$ cat config.mk
export PLATFORM = sky130hd
export DESIGN_NAME = bc_horner
export DESIGN_NICKNAME = d
export VERILOG_FILES = /design/src/rtl/bo_pkg.sv /design/src/rtl/contador_espera.sv /design/src/rtl/bc_horner.sv
export SDC_FILE = /design/constraint.sdc
export NUM_CORES = 1
export LEC_CHECK = 0
export ABC_AREA = 1
export BUFFER_PORTS_ARGS = -buffer_cell sky130_fd_sc_hd__buf_4
export CAP_MARGIN = 20
export CELL_PAD_IN_SITES_DETAIL_PLACEMENT = 1
export CELL_PAD_IN_SITES_GLOBAL_PLACEMENT = 2
export CORE_AREA = 3 3 52 64
export CTS_CLUSTER_DIAMETER = 30
export DETAILED_ROUTE_END_ITERATION = 10
export DIE_AREA = 0 0 55 67
export PLACE_DENSITY_LB_ADDON = 0.1
export SLEW_MARGIN = 20
export SYNTH_ARGS = -nofsm -noshare
export SYNTH_HDL_FRONTEND = slang
export SYNTH_HIERARCHICAL = 1
export SYNTH_SLANG_ARGS = --single-unit
$ cat constraint.sdc
create_clock -name clk -period 2.8 [get_ports clk]
set_clock_uncertainty 0.2 [all_clocks]
set_input_delay 0.28 -clock clk [delete_from_list [all_inputs] [get_ports clk]]
set_output_delay 0.28 -clock clk [all_outputs]
set_load 0.1 [all_outputs]
$ cat src/rtl/bo_pkg.sv
// Shared definitions for the polynomial datapath (BO) and its control block.
package bo_pkg;

    // Data width of the BO registers and ULA; arithmetic wraps modulo 2^DATA_W.
    localparam int DATA_W = 16;

    // Control FSM states; 3'd7 is unused and treated as illegal.
    typedef enum logic [2:0] {
        IDLE  = 3'd0,
        LOAD  = 3'd1,
        MUL1  = 3'd2,
        ADD_B = 3'd3,
        MUL2  = 3'd4,
        ADD_C = 3'd5,
        DONE  = 3'd6
    } state_e;

    // ULA operand-1 select (m0).
    localparam logic [1:0] M0_RX = 2'b00;
    localparam logic [1:0] M0_A  = 2'b01;
    localparam logic [1:0] M0_B  = 2'b10;
    localparam logic [1:0] M0_C  = 2'b11;

    // ULA operand-2 select (m1).
    localparam logic [1:0] M1_RH   = 2'b00;
    localparam logic [1:0] M1_RX   = 2'b01;
    localparam logic [1:0] M1_ZERO = 2'b10;
    localparam logic [1:0] M1_B    = 2'b11;

    // R_H input select (m2); 2'b11 is reserved.
    localparam logic [1:0] M2_ULA  = 2'b00;
    localparam logic [1:0] M2_A    = 2'b01;
    localparam logic [1:0] M2_ZERO = 2'b10;

    // ULA operation (h).
    localparam logic OP_ADD = 1'b0;
    localparam logic OP_MUL = 1'b1;

    // Bundle of every control output driven towards BO plus the handshake.
    typedef struct packed {
        logic       busy;
        logic       done;
        logic [1:0] m0;
        logic [1:0] m1;
        logic [1:0] m2;
        logic       lx;
        logic       ls;
        logic       lh;
        logic       h;
    } ctrl_t;

    // Moore decode: outputs for a state, given whether the wait counter is on
    // its final cycle. Load strobes in ULA states fire only on that cycle.
    function automatic ctrl_t ctrl_decode(input state_e st, input logic last);
        ctrl_t c;
        c = '0;
        case (st)
            LOAD: begin
                c.busy = 1'b1;
                c.lx   = 1'b1;
                c.lh   = 1'b1;
                c.m2   = M2_A;
            end
            MUL1, MUL2: begin
                c.busy = 1'b1;
                c.m0   = M0_RX;
                c.m1   = M1_RH;
                c.m2   = M2_ULA;
                c.h    = OP_MUL;
                c.lh   = last;
            end
            ADD_B: begin
                c.busy = 1'b1;
                c.m0   = M0_B;
                c.m1   = M1_RH;
                c.m2   = M2_ULA;
                c.h    = OP_ADD;
                c.lh   = last;
            end
            ADD_C: begin
                c.busy = 1'b1;
                c.m0   = M0_C;
                c.m1   = M1_RH;
                c.m2   = M2_ULA;
                c.h    = OP_ADD;
                c.lh   = last;
                c.ls   = last;
            end
            DONE: begin
                c.done = 1'b1;
            end
            default: c = '0;
        endcase
        return c;
    endfunction

endpackage

$ cat src/rtl/contador_espera.sv
// Wait counter that times each ULA state: counts up while enabled, clears on
// request, and flags the terminal count ULA_LAT-1 for the current and next cycle.
module contador_espera #(
    parameter int ULA_LAT = 1,
    parameter int CNT_W   = 4
) (
    input  logic clk,
    input  logic rst,
    input  logic clr,
    input  logic en,
    output logic last,
    output logic last_nxt
);

    localparam logic [CNT_W-1:0] TERM = CNT_W'(ULA_LAT - 1);

    logic [CNT_W-1:0] cnt_q;
    logic [CNT_W-1:0] cnt_d;

    // Next count: clear wins over enable, otherwise hold.
    always_comb begin
        cnt_d = cnt_q;
        if (clr) begin
            cnt_d = '0;
        end else if (en) begin
            cnt_d = cnt_q + CNT_W'(1);
        end
    end

    // Count register with synchronous reset.
    always_ff @(posedge clk) begin
        if (rst) begin
            cnt_q <= '0;
        end else begin
            cnt_q <= cnt_d;
        end
    end

    // last_nxt lets the FSM register its strobes for the coming cycle.
    assign last     = (cnt_q == TERM);
    assign last_nxt = (cnt_d == TERM);

endmodule

$ cat src/rtl/bc_horner.sv
// Control block for BO: sequences mux selects, loads and ULA op so BO computes
// S = A*X^2 + B*X + C by Horner (H=A; H*=X; H+=B; H*=X; S=H+C).
// Handshake: start is sampled only in IDLE; busy covers LOAD..ADD_C; done is a
// one-cycle pulse when S holds the result. Starts seen elsewhere are dropped.
module bc_horner
    import bo_pkg::*;
#(
    parameter int ULA_LAT = 1,
    parameter int CNT_W   = 4
) (
    input  logic       clk,
    input  logic       rst,
    input  logic       start,
    output logic       busy,
    output logic       done,
    output logic [1:0] m0,
    output logic [1:0] m1,
    output logic [1:0] m2,
    output logic       lx,
    output logic       ls,
    output logic       lh,
    output logic       h,
    output state_e     dbg_state
);

    state_e state_q;
    state_e state_d;
    ctrl_t  ctrl_q;
    ctrl_t  ctrl_d;
    logic   cnt_clr;
    logic   cnt_en;
    logic   cnt_last;
    logic   cnt_last_nxt;

    contador_espera #(
        .ULA_LAT (ULA_LAT),
        .CNT_W   (CNT_W)
    ) u_contador_espera (
        .clk      (clk),
        .rst      (rst),
        .clr      (cnt_clr),
        .en       (cnt_en),
        .last     (cnt_last),
        .last_nxt (cnt_last_nxt)
    );

    // Next state and counter control; outputs are decoded from the next state
    // so they can be registered and still line up with the state register.
    always_comb begin
        state_d = state_q;
        cnt_clr = 1'b0;
        cnt_en  = 1'b0;
        case (state_q)
            IDLE: begin
                cnt_clr = 1'b1;
                if (start) state_d = LOAD;
            end
            LOAD: begin
                cnt_clr = 1'b1;
                state_d = MUL1;
            end
            MUL1: begin
                if (cnt_last) begin
                    cnt_clr = 1'b1;
                    state_d = ADD_B;
                end else begin
                    cnt_en = 1'b1;
                end
            end
            ADD_B: begin
                if (cnt_last) begin
                    cnt_clr = 1'b1;
                    state_d = MUL2;
                end else begin
                    cnt_en = 1'b1;
                end
            end
            MUL2: begin
                if (cnt_last) begin
                    cnt_clr = 1'b1;
                    state_d = ADD_C;
                end else begin
                    cnt_en = 1'b1;
                end
            end
            ADD_C: begin
                if (cnt_last) begin
                    cnt_clr = 1'b1;
                    state_d = DONE;
                end else begin
                    cnt_en = 1'b1;
                end
            end
            DONE: begin
                cnt_clr = 1'b1;
                state_d = IDLE;
            end
            default: begin
                cnt_clr = 1'b1;
                state_d = IDLE;
            end
        endcase
        ctrl_d = ctrl_decode(state_d, cnt_last_nxt);
    end

    // State and registered outputs; reset forces IDLE with every output low.
    always_ff @(posedge clk) begin
        if (rst) begin
            state_q <= IDLE;
            ctrl_q  <= '0;
        end else begin
            state_q <= state_d;
            ctrl_q  <= ctrl_d;
        end
    end

    assign busy      = ctrl_q.busy;
    assign done      = ctrl_q.done;
    assign m0        = ctrl_q.m0;
    assign m1        = ctrl_q.m1;
    assign m2        = ctrl_q.m2;
    assign lx        = ctrl_q.lx;
    assign ls        = ctrl_q.ls;
    assign lh        = ctrl_q.lh;
    assign h         = ctrl_q.h;
    assign dbg_state = state_q;

endmodule

# == Yosys cells after proc, flatten, opt, wreduce, memory -nomap -nowiden ==
# Cells that the tools add are included.
# totals
output_inout_bits,15
inputBits,3
register_bits,19
elab_cells,51
# op_classes
n_mux,19
add_sub_neg,1
n_reduce_logical,8
n_eq_ne,11
n_bitwise,1
# ops
operator,count
$pmux 3 s6,1
$eq 3x3->1 const B,5
$mux 3,5
$eq 3x2->1 const B,4
$mux 1,9
$logic_not 4->1,2
$mux 4,2
$pmux 4 s2,1
$reduce_or 4->1,2
$eq 3x1->1 const B,2
$reduce_or 5->1,1
$add 4x1->4 const B,1
$reduce_or 2->1,2
$logic_not 3->1,1
$pmux 1 s2,1
$not 1->1,1

# == Depth between registers and ports, before layout ==
# Gate-level depths: netlist of the first run.
# depth
word_depth,7
ltp_mapped,12
ltp_nobuf,12

# == By module ==
# The synthesis of the first run kept the hierarchy.
# modules_own_cells
mod,area_per_inst_um2,cells_each,instances,seq_area_each_um2
bc_horner,526.8,67,1,220.2
contador_espera,237.7,35,1,80.1

# == Least setup slack after synthesis of the first run ==
# OpenSTA, ideal clock, no wires.
# synth_timing
path_kind,flip-flop to flip-flop
start,reg state_q[1] (netlist: dbg_state[1])
end,reg ctrl_q (netlist bit ls)
path_buffers,0
t_arrival_ns,2.372
setup_time_ns,0.078
required_ns,2.522
path_slack_ns,0.150
path_stages_with_launch,12
synth_period_minus_slack_ns,2.650
cell_sequence,dfxtp_1 > inv_1 > ha_1 > nor2_1 > nand2_2 > nor2_2 > nand2_1 > nand2_2 > nor2_1 > nor2_1 > inv_1 > nor3_1
# synth_via
elab_chain_len,6
word_cells_on_any_way,21
cone_classes,6 x eq/ne; 10 x mux; 1 x bitwise; 4 x reduce/logical
# synth_rtl
item,line_no,rtl
from (decl),bc_horner.sv:26,state_e state_q;
from (signal assigned),bc_horner.sv:112,state_q <= state_d;
$eq 3x3->1 or $eq 3x2->1 (tied branches),bc_horner.sv:53,case (state_q)
$reduce_or 4->1 (no line) (*),-,
$mux 1 (*),-,
via cnt_en,bc_horner.sv:31,logic cnt_en;
$mux 4 (*),contador_espera.sv:25,end else if (en) begin
$mux 4 (*),contador_espera.sv:23,if (clr) begin
$logic_not 4->1 (*),contador_espera.sv:41,assign last_nxt = (cnt_d == TERM);
via cnt_last_nxt,bc_horner.sv:33,logic cnt_last_nxt;
to (signal assigned),bc_horner.sv:113,ctrl_q <= ctrl_d;
to (decl),bc_horner.sv:28,ctrl_t ctrl_q;
# Mark *: on every way through the listed nets, which the timed path passes. The rest lies on a longest branch.
# A chain may end at the register's enable or synchronous reset.

# == Worst setup path in the final report of the first run ==
# layout_timing
start,reg u_contador_espera.cnt_q[0]
end,reg ctrl_q (netlist bit ls)
# layout_via
elab_chain_len,6
word_cells_on_any_way,17
cone_classes,1 x add/sub; 1 x eq/ne; 11 x mux; 1 x bitwise; 3 x reduce/logical
# layout_rtl
item,line_no,rtl
from (decl),contador_espera.sv:17,logic [CNT_W-1:0] cnt_q;
from (signal assigned),contador_espera.sv:35,cnt_q <= cnt_d;
$logic_not 4->1,contador_espera.sv:40,assign last = (cnt_q == TERM);
via cnt_last,bc_horner.sv:32,logic cnt_last;
$mux 1 (2 in series),-,
via cnt_en,bc_horner.sv:31,
$mux 4,contador_espera.sv:25,
$mux 4,contador_espera.sv:23,
$logic_not 4->1,contador_espera.sv:41,
via cnt_last_nxt,bc_horner.sv:33,
# The timed path passes the listed nets, and every way through them passes these cells.

==> impl_metrics.toml, run 1 <==
[cts]
cts_tree = "built"
h-tree-depth = 1
cts_hold_buf = 0
cts_setup_buffers = 0
cts-root-buf = "clkbuf_4"
cts_resized = 0
clockBufferDepth = 2
cts_made_buffers = 3
numClockSinks = 15
path_clk_slew_ns = 0.10
insertion_delay_ns = 0.29

[floorplan]
fp.dieH_um = 67
core_area_sq_um = 2790
dieWidth_um = 55
ios = 18
die-area_sq_um = 3690
num_rows = 21
initial_core_util_pct = 27.4

[drt]
routed_wl_um = 1600
vias = 651
dr_wl_met2_um = 837
wl_per_cell_um = 10.4
viasPerCell = 4.25
first_iter_violations = 9
wl_met3_um = 84
drc_errors = 0
dr.pass1.iters = 2
detail-route-antenna-nets = 0
top_layer_used = "met4"
wl_met1_um = 656

[synthesis]
ys_warn_count = 6
avgSynthCellArea_sq_um = 7.49
ys_types = 18
ys_ff_latch = 15
synth-seq-area-share_pct = 39.3
syn_inst = 102
mappedNetlistArea_sq_um = 764

[final_layout]
fin_util_pct = 33.2
diodes = 0
n_fill_cell = 369
mostFrequentLayoutCells = "nor2_1 (19), nand2_1 (19), inv_1 (15), dfxtp_1 (15), buf_4 (15)"
post-route-cell-area_sq_um = 925
multiInputGateArea_sq_um = 377
syn2layout_area_growth_pct = 20.9
ff_latch_area_sq_um = 300
drive_gt1_share_pct = 25.2
finalNonFillerCells = 153
nets = 127

[sta]
period_needed_ns = 2.32
finalHoldViolCount = 0
totalNegativeSetupSlack_ns = 0
slew_viol_final = 0
setup_viol = 0
max_freq_ghz = 0.431
finalCritPeriodShare_pct = 82.8
hold_ws_ns = 0.0287
rsz0062_at_grt = "false"
setup_ws_ns = 0.482

[critical_path]
crit_fanout = 6
max_stage_delay_ns = 0.37
path_class = "reg -> reg"
critPathSlowestCell = "dfxtp_1"
endpoint_kind = "flop"
path_cells = "inv_1, ha_1, nor3b_1, buf_4, nor2_1, nand2_2, nor2_2, nand2_1, nand2_2, nor2_1, nor2_1, inv_1, nor3_1"
cp_data_required_time_ns = 2.81
cp.arrival_ns = 2.33
path_common_cell = "nor2_1"
critPathLaunchType = "flop"

[global_route]
antenna_found_initial = 0
grt_pass1_wl_um = 2700
gr-total-overflow = 0
grt_pass1_vias = 650
grt_max_degree = 10
grt_use_total_pct = 10.3

[job]
max_cap_violations = 0

[placed_design]
post_dp_cell_area_sq_um = 897
place_congestion = 0.665
detailed_place_hpwl_um = 1310
dp_slack_ns = 0.462
portBuffers = 14
place_inst = 149

[pwr]
power_mw = 0.708
leakage_nw = 0.463
ir_drop_mv = 0.307
power.density_nw_per_um2 = 765

[run_status]
status = "complete, no violations"

[min_path]
hold_path.class = "in -> reg"
[worst paths after layout]
path                                            to  cells after the start                                  start  slack (ns)
max                                  ls$_SDFF_PP0_                     13  u_contador_espera/cnt_q[0]$_SDFF_PP0_        0.48
min                        dbg_state[2]$_SDFF_PP0_                      2                                    rst        0.03
max reg2reg                          ls$_SDFF_PP0_                     13  u_contador_espera/cnt_q[0]$_SDFF_PP0_        0.48
min reg2reg  u_contador_espera/cnt_q[3]$_SDFF_PP0_                      2  u_contador_espera/cnt_q[3]$_SDFF_PP0_        0.41
[critical path: cells and delay by family (launching register included)]
family,cells,cell delay [ns]
adder cells (fa/ha/maj),1,0.18
buffers and inverters,3,0.28
flip-flops,1,0.37
AND/OR/NAND/NOR,9,1.21
[layout make-up]
class                   count  area share [%]
inverters                  16            7.04
clock buffers               3            2.44
well taps                  34            4.60
clock inverters             1           0.541
multi-input cells          69            40.7
flip-flops and latches     15            32.5
repair buffers             15            12.2
[flip-flops by register name, indices dropped and copies added, names as in the netlist]
name,count
busy,1
dbg_state,3
done,1
h,1
lh,1
ls,1
m0,2
m2,1
u_contador_espera/cnt_q,4
[synth_stat cells (all sizes together)]
master  instances  area (sq um)
dfxtp          15           300
nand2          24           113
clkinv          1          8.76
ha              4          50.1
o21bai          1          18.8
conb            1          3.75
nor3b           1          7.51
nor3            2          10.0
inv            15          56.3
buf             4          30.0
nand4           2          12.5
nor2           21          88.8
nand3          11          65.1
[layer usage]
layer | vias to the layer above | global-route usage [%]
li1 | 337 | -
met1 | 302 | 10.6
met2 | 10 | 18.3
met3 | 2 | 4.03
met4 | 0 | 3.65
met5 | - | 0
[cells by family (layout without fill, tap and decap cells)]
| family | count (synthesis) | after routing | share of synthesized area [%] |
|---|---|---|---|
| fa+ha+maj | 4 | 4 | 6.55 |
| flops | 15 | 15 | 39.3 |
| buf+inv | 20 | 35 | 12.4 |
| other cells | 1 | 3 | 0.491 |
| simple gates | 61 | 61 | 38.8 |
| compound gates | 1 | 1 | 2.46 |
[report_power, final]
| part | internal, mW | switching (mW) | leakage (nW) | total, mW |
|---|---|---|---|---|
| Sequential | 0.236 | 0.0136 | 0.122 | 0.250 |
| Clock | 0.0531 | 0.0726 | 0.0177 | 0.126 |
| Combinational | 0.0619 | 0.270 | 0.323 | 0.332 |
Power figures use the tool's default switching activity.
==> run 2: changes to the inputs <==
Settings changed: ABC_AREA 1 to 0, CORE_AREA 3 3 52 64 to 3 3 54 66, DIE_AREA 0 0 55 67 to 0 0 57 69.
Clock period 2.8 ns to 2.1 ns, I/O delays scaled along.
==> impl_metrics.toml, run 2 <==
[drt]
first_iter_violations = 5
viasPerCell = 4.68
routed_wl_um = 2060
dr.pass1.iters = 4
vias = 702
wl_per_cell_um = 13.8
detail-route-antenna-nets = 0
drc_errors = 0

[global_route]
gr-total-overflow = 0
grt_max_degree = 14
grt_pass1_wl_um = 3490
antenna_found_initial = 0
grt_use_total_pct = 11.0
grt_pass1_vias = 746

[pwr]
power_mw = 1.67
power.density_nw_per_um2 = 1520
seq_power_share_pct = 24.4
ir_drop_mv = 0.778
pwr-share-clk_pct = 9.5
internal_power_mw = 0.719
leakage_nw = 0.465
power_switching_mw = 0.952
p_comb_share_pct = 66.1
swShare_pct = 57.0

[cts]
cts_tree = "built"
cts_made_buffers = 3
path_clk_slew_ns = 0.09
cts_setup_buffers = 0
cts-root-buf = "clkbuf_4"
clockBufferDepth = 2
h-tree-depth = 1
numClockSinks = 15
insertion_delay_ns = 0.28

[final_layout]
largest_register_ff_count = 4
finalNonFillerCells = 150
final_common_cell = "buf_4"
largest-register = "u_contador_espera/cnt_q"
mostFrequentLayoutCells = "buf_4 (21), dfxtp_1 (12), nor2_1 (6)"
drive_gt1_share_pct = 40.4
nets = 122
syn2layout_area_growth_pct = 31.1
diodes = 0

[critical_path]
path_class = "reg -> reg"
critPathLaunchType = "flop"
critPathSlowestCell = "or3_4"
endpoint_kind = "flop"
path_cells = "inv_1, ha_1, nor3b_4, nor2_4, or3_4, a21oi_2, o31a_2, nand3_2, o32ai_2"
r2r_setup_slack_ns = 0.11
max_stage_delay_ns = 0.38
crit_fanout = 7
cp.arrival_ns = 1.99
cp_data_required_time_ns = 2.10

[synthesis]
ys_ff_latch = 15
yosys-top-cells-area = "dfxtp_1 (36%), ha_1 (6.0%), buf_6 (4.0%)"
ys_types = 37
mappedNetlistArea_sq_um = 837
yosys.area.top_type_share_pct = 35.9
synth_area_leader_cell = "dfxtp_1"
synth-seq-area-share_pct = 35.9
synthTopCellsByCount = "dfxtp_1 (15), nor2_1 (8), a21oi_1 (6), nor3_1 (6), inv_1 (5)"
synth_most_common_cell = "dfxtp_1"
ys_warn_count = 6
syn_inst = 94
ys.flop_type = "dfxtp_1"
avgSynthCellArea_sq_um = 8.90
synth_edf_count = 0
synthArstFlopShare_pct = 0

[floorplan]
initial_core_util_pct = 27.6
dieWidth_um = 57
die-area_sq_um = 3930
core_area_sq_um = 3030
ios = 18
num_rows = 22
fp.dieH_um = 69

[sta]
slew_viol_final = 0
hold_ws_ns = 0.368
setup_viol = 0
finalHoldViolCount = 0
max_freq_ghz = 0.502
finalCritPeriodShare_pct = 94.9
period_needed_ns = 1.99
rsz0062_at_grt = "true"
setup_ws_ns = 0.106

[placed_design]
dp_slack_ns = 0.0203
portBuffers = 14
place_congestion = 0.752
detailed_place_hpwl_um = 1620
place_inst = 145

[min_path]
hold_path.class = "in -> reg"

[job]
max_cap_violations = 0

[run_status]
status = "complete, no violations"
-- run 2: cell count changes after synthesis, moves of 3 or more --
| cell | before | now |
|---|---|---|
| nand2_2 | 3 | 0 |
| nor3b_1 | 1 | 4 |
| a21oi_1 | 0 | 6 |
| nand3_1 | 9 | 3 |
| nor2_1 | 19 | 8 |
| nor3_1 | 2 | 6 |
| buf_6 | 0 | 3 |
| nand2_1 | 19 | 4 |
| xor2_1 | 0 | 3 |
| inv_1 | 15 | 5 |
-- run 2: layer usage --
metal	vias up	wire length, um	global-route usage (%)
li1	356	-	-
met1	335	919	13.1
met2	9	1090	19.3
met3	2	32	1.12
met4	0	25	5.15
met5	-	0	0
-- run 2: cell type report --
cell class,count,area (sq um)
clock buffers,3,22.5
clock inverters,1,5.00
fillers,360,1930
inverters,6,25.0
multi-input cells,67,526
flip-flops and latches,15,307
well taps,36,45.0
repair buffers,22,168
-- run 2: power groups by stage --
stage | clock network [mW] | registers, mW | logic, mW
floorplan | 0 | 0.839 | 0.469
global placement | 0 | 0.417 | 1.07
detailed placement | 0 | 0.416 | 1.06
CTS | 0.168 | 0.410 | 1.07
global route | 0.184 | 0.417 | 1.17
finish | 0.159 | 0.408 | 1.11
-- run 2: what timing repair did --
action,4_1_cts,5_1_grt
hold buffers,1,0
endpoints found under the hold margin,6,0
resized for setup,0,12
setup endpoints to repair,0,8
-- run 2: worst paths after layout --
kind                                               from                                    end  depth (start not counted)
setup reg to reg  u_contador_espera/cnt_q[1]$_SDFF_PP0_                          lh$_SDFF_PP0_                          9
setup / recovery  u_contador_espera/cnt_q[1]$_SDFF_PP0_                          lh$_SDFF_PP0_                          9
hold reg to reg   u_contador_espera/cnt_q[1]$_SDFF_PP0_  u_contador_espera/cnt_q[1]$_SDFF_PP0_                          2
hold / removal                                    start                dbg_state[0]$_SDFF_PP0_                          5
-- run 2: worst max-delay path: cells and delay by family, from the launching register on --
kind / cells / cell delay, ns
AO/OA/AOI/OAI: 3 / 0.39
adder cells (fa/ha/maj): 1 / 0.14
buffers and inverters: 1 / 0.06
flip-flops: 1 / 0.35
AND/OR/NAND/NOR: 4 / 0.77
-- run 2: metrics by stage --
stage / TNS (ns) / cell area (sq um) / util [%]
2_1_floorplan: -0.144 / 877 / -
3_3_place_gp: 0 / 1010 / 33.4
3_5_place_dp: 0 / 1010 / 33.4
4_1_cts: 0 / 1050 / 34.6
5_1_grt: -0.00813 / 1100 / 36.2
6_report: 0 / 1100 / 36.2
-- run 2: cells by family after synthesis --
family / count (synthesis) / synth area share, %
and+or+nand+nor: 37 / 25.4
AOI/OAI and AO/OA: 17 / 14.8
DFF: 15 / 35.9
buffers and inverters: 14 / 10.9
adders and majority gates: 4 / 5.98
xor gates and xnor gates: 4 / 4.19
muxes: 2 / 2.39
other: 1 / 0.448
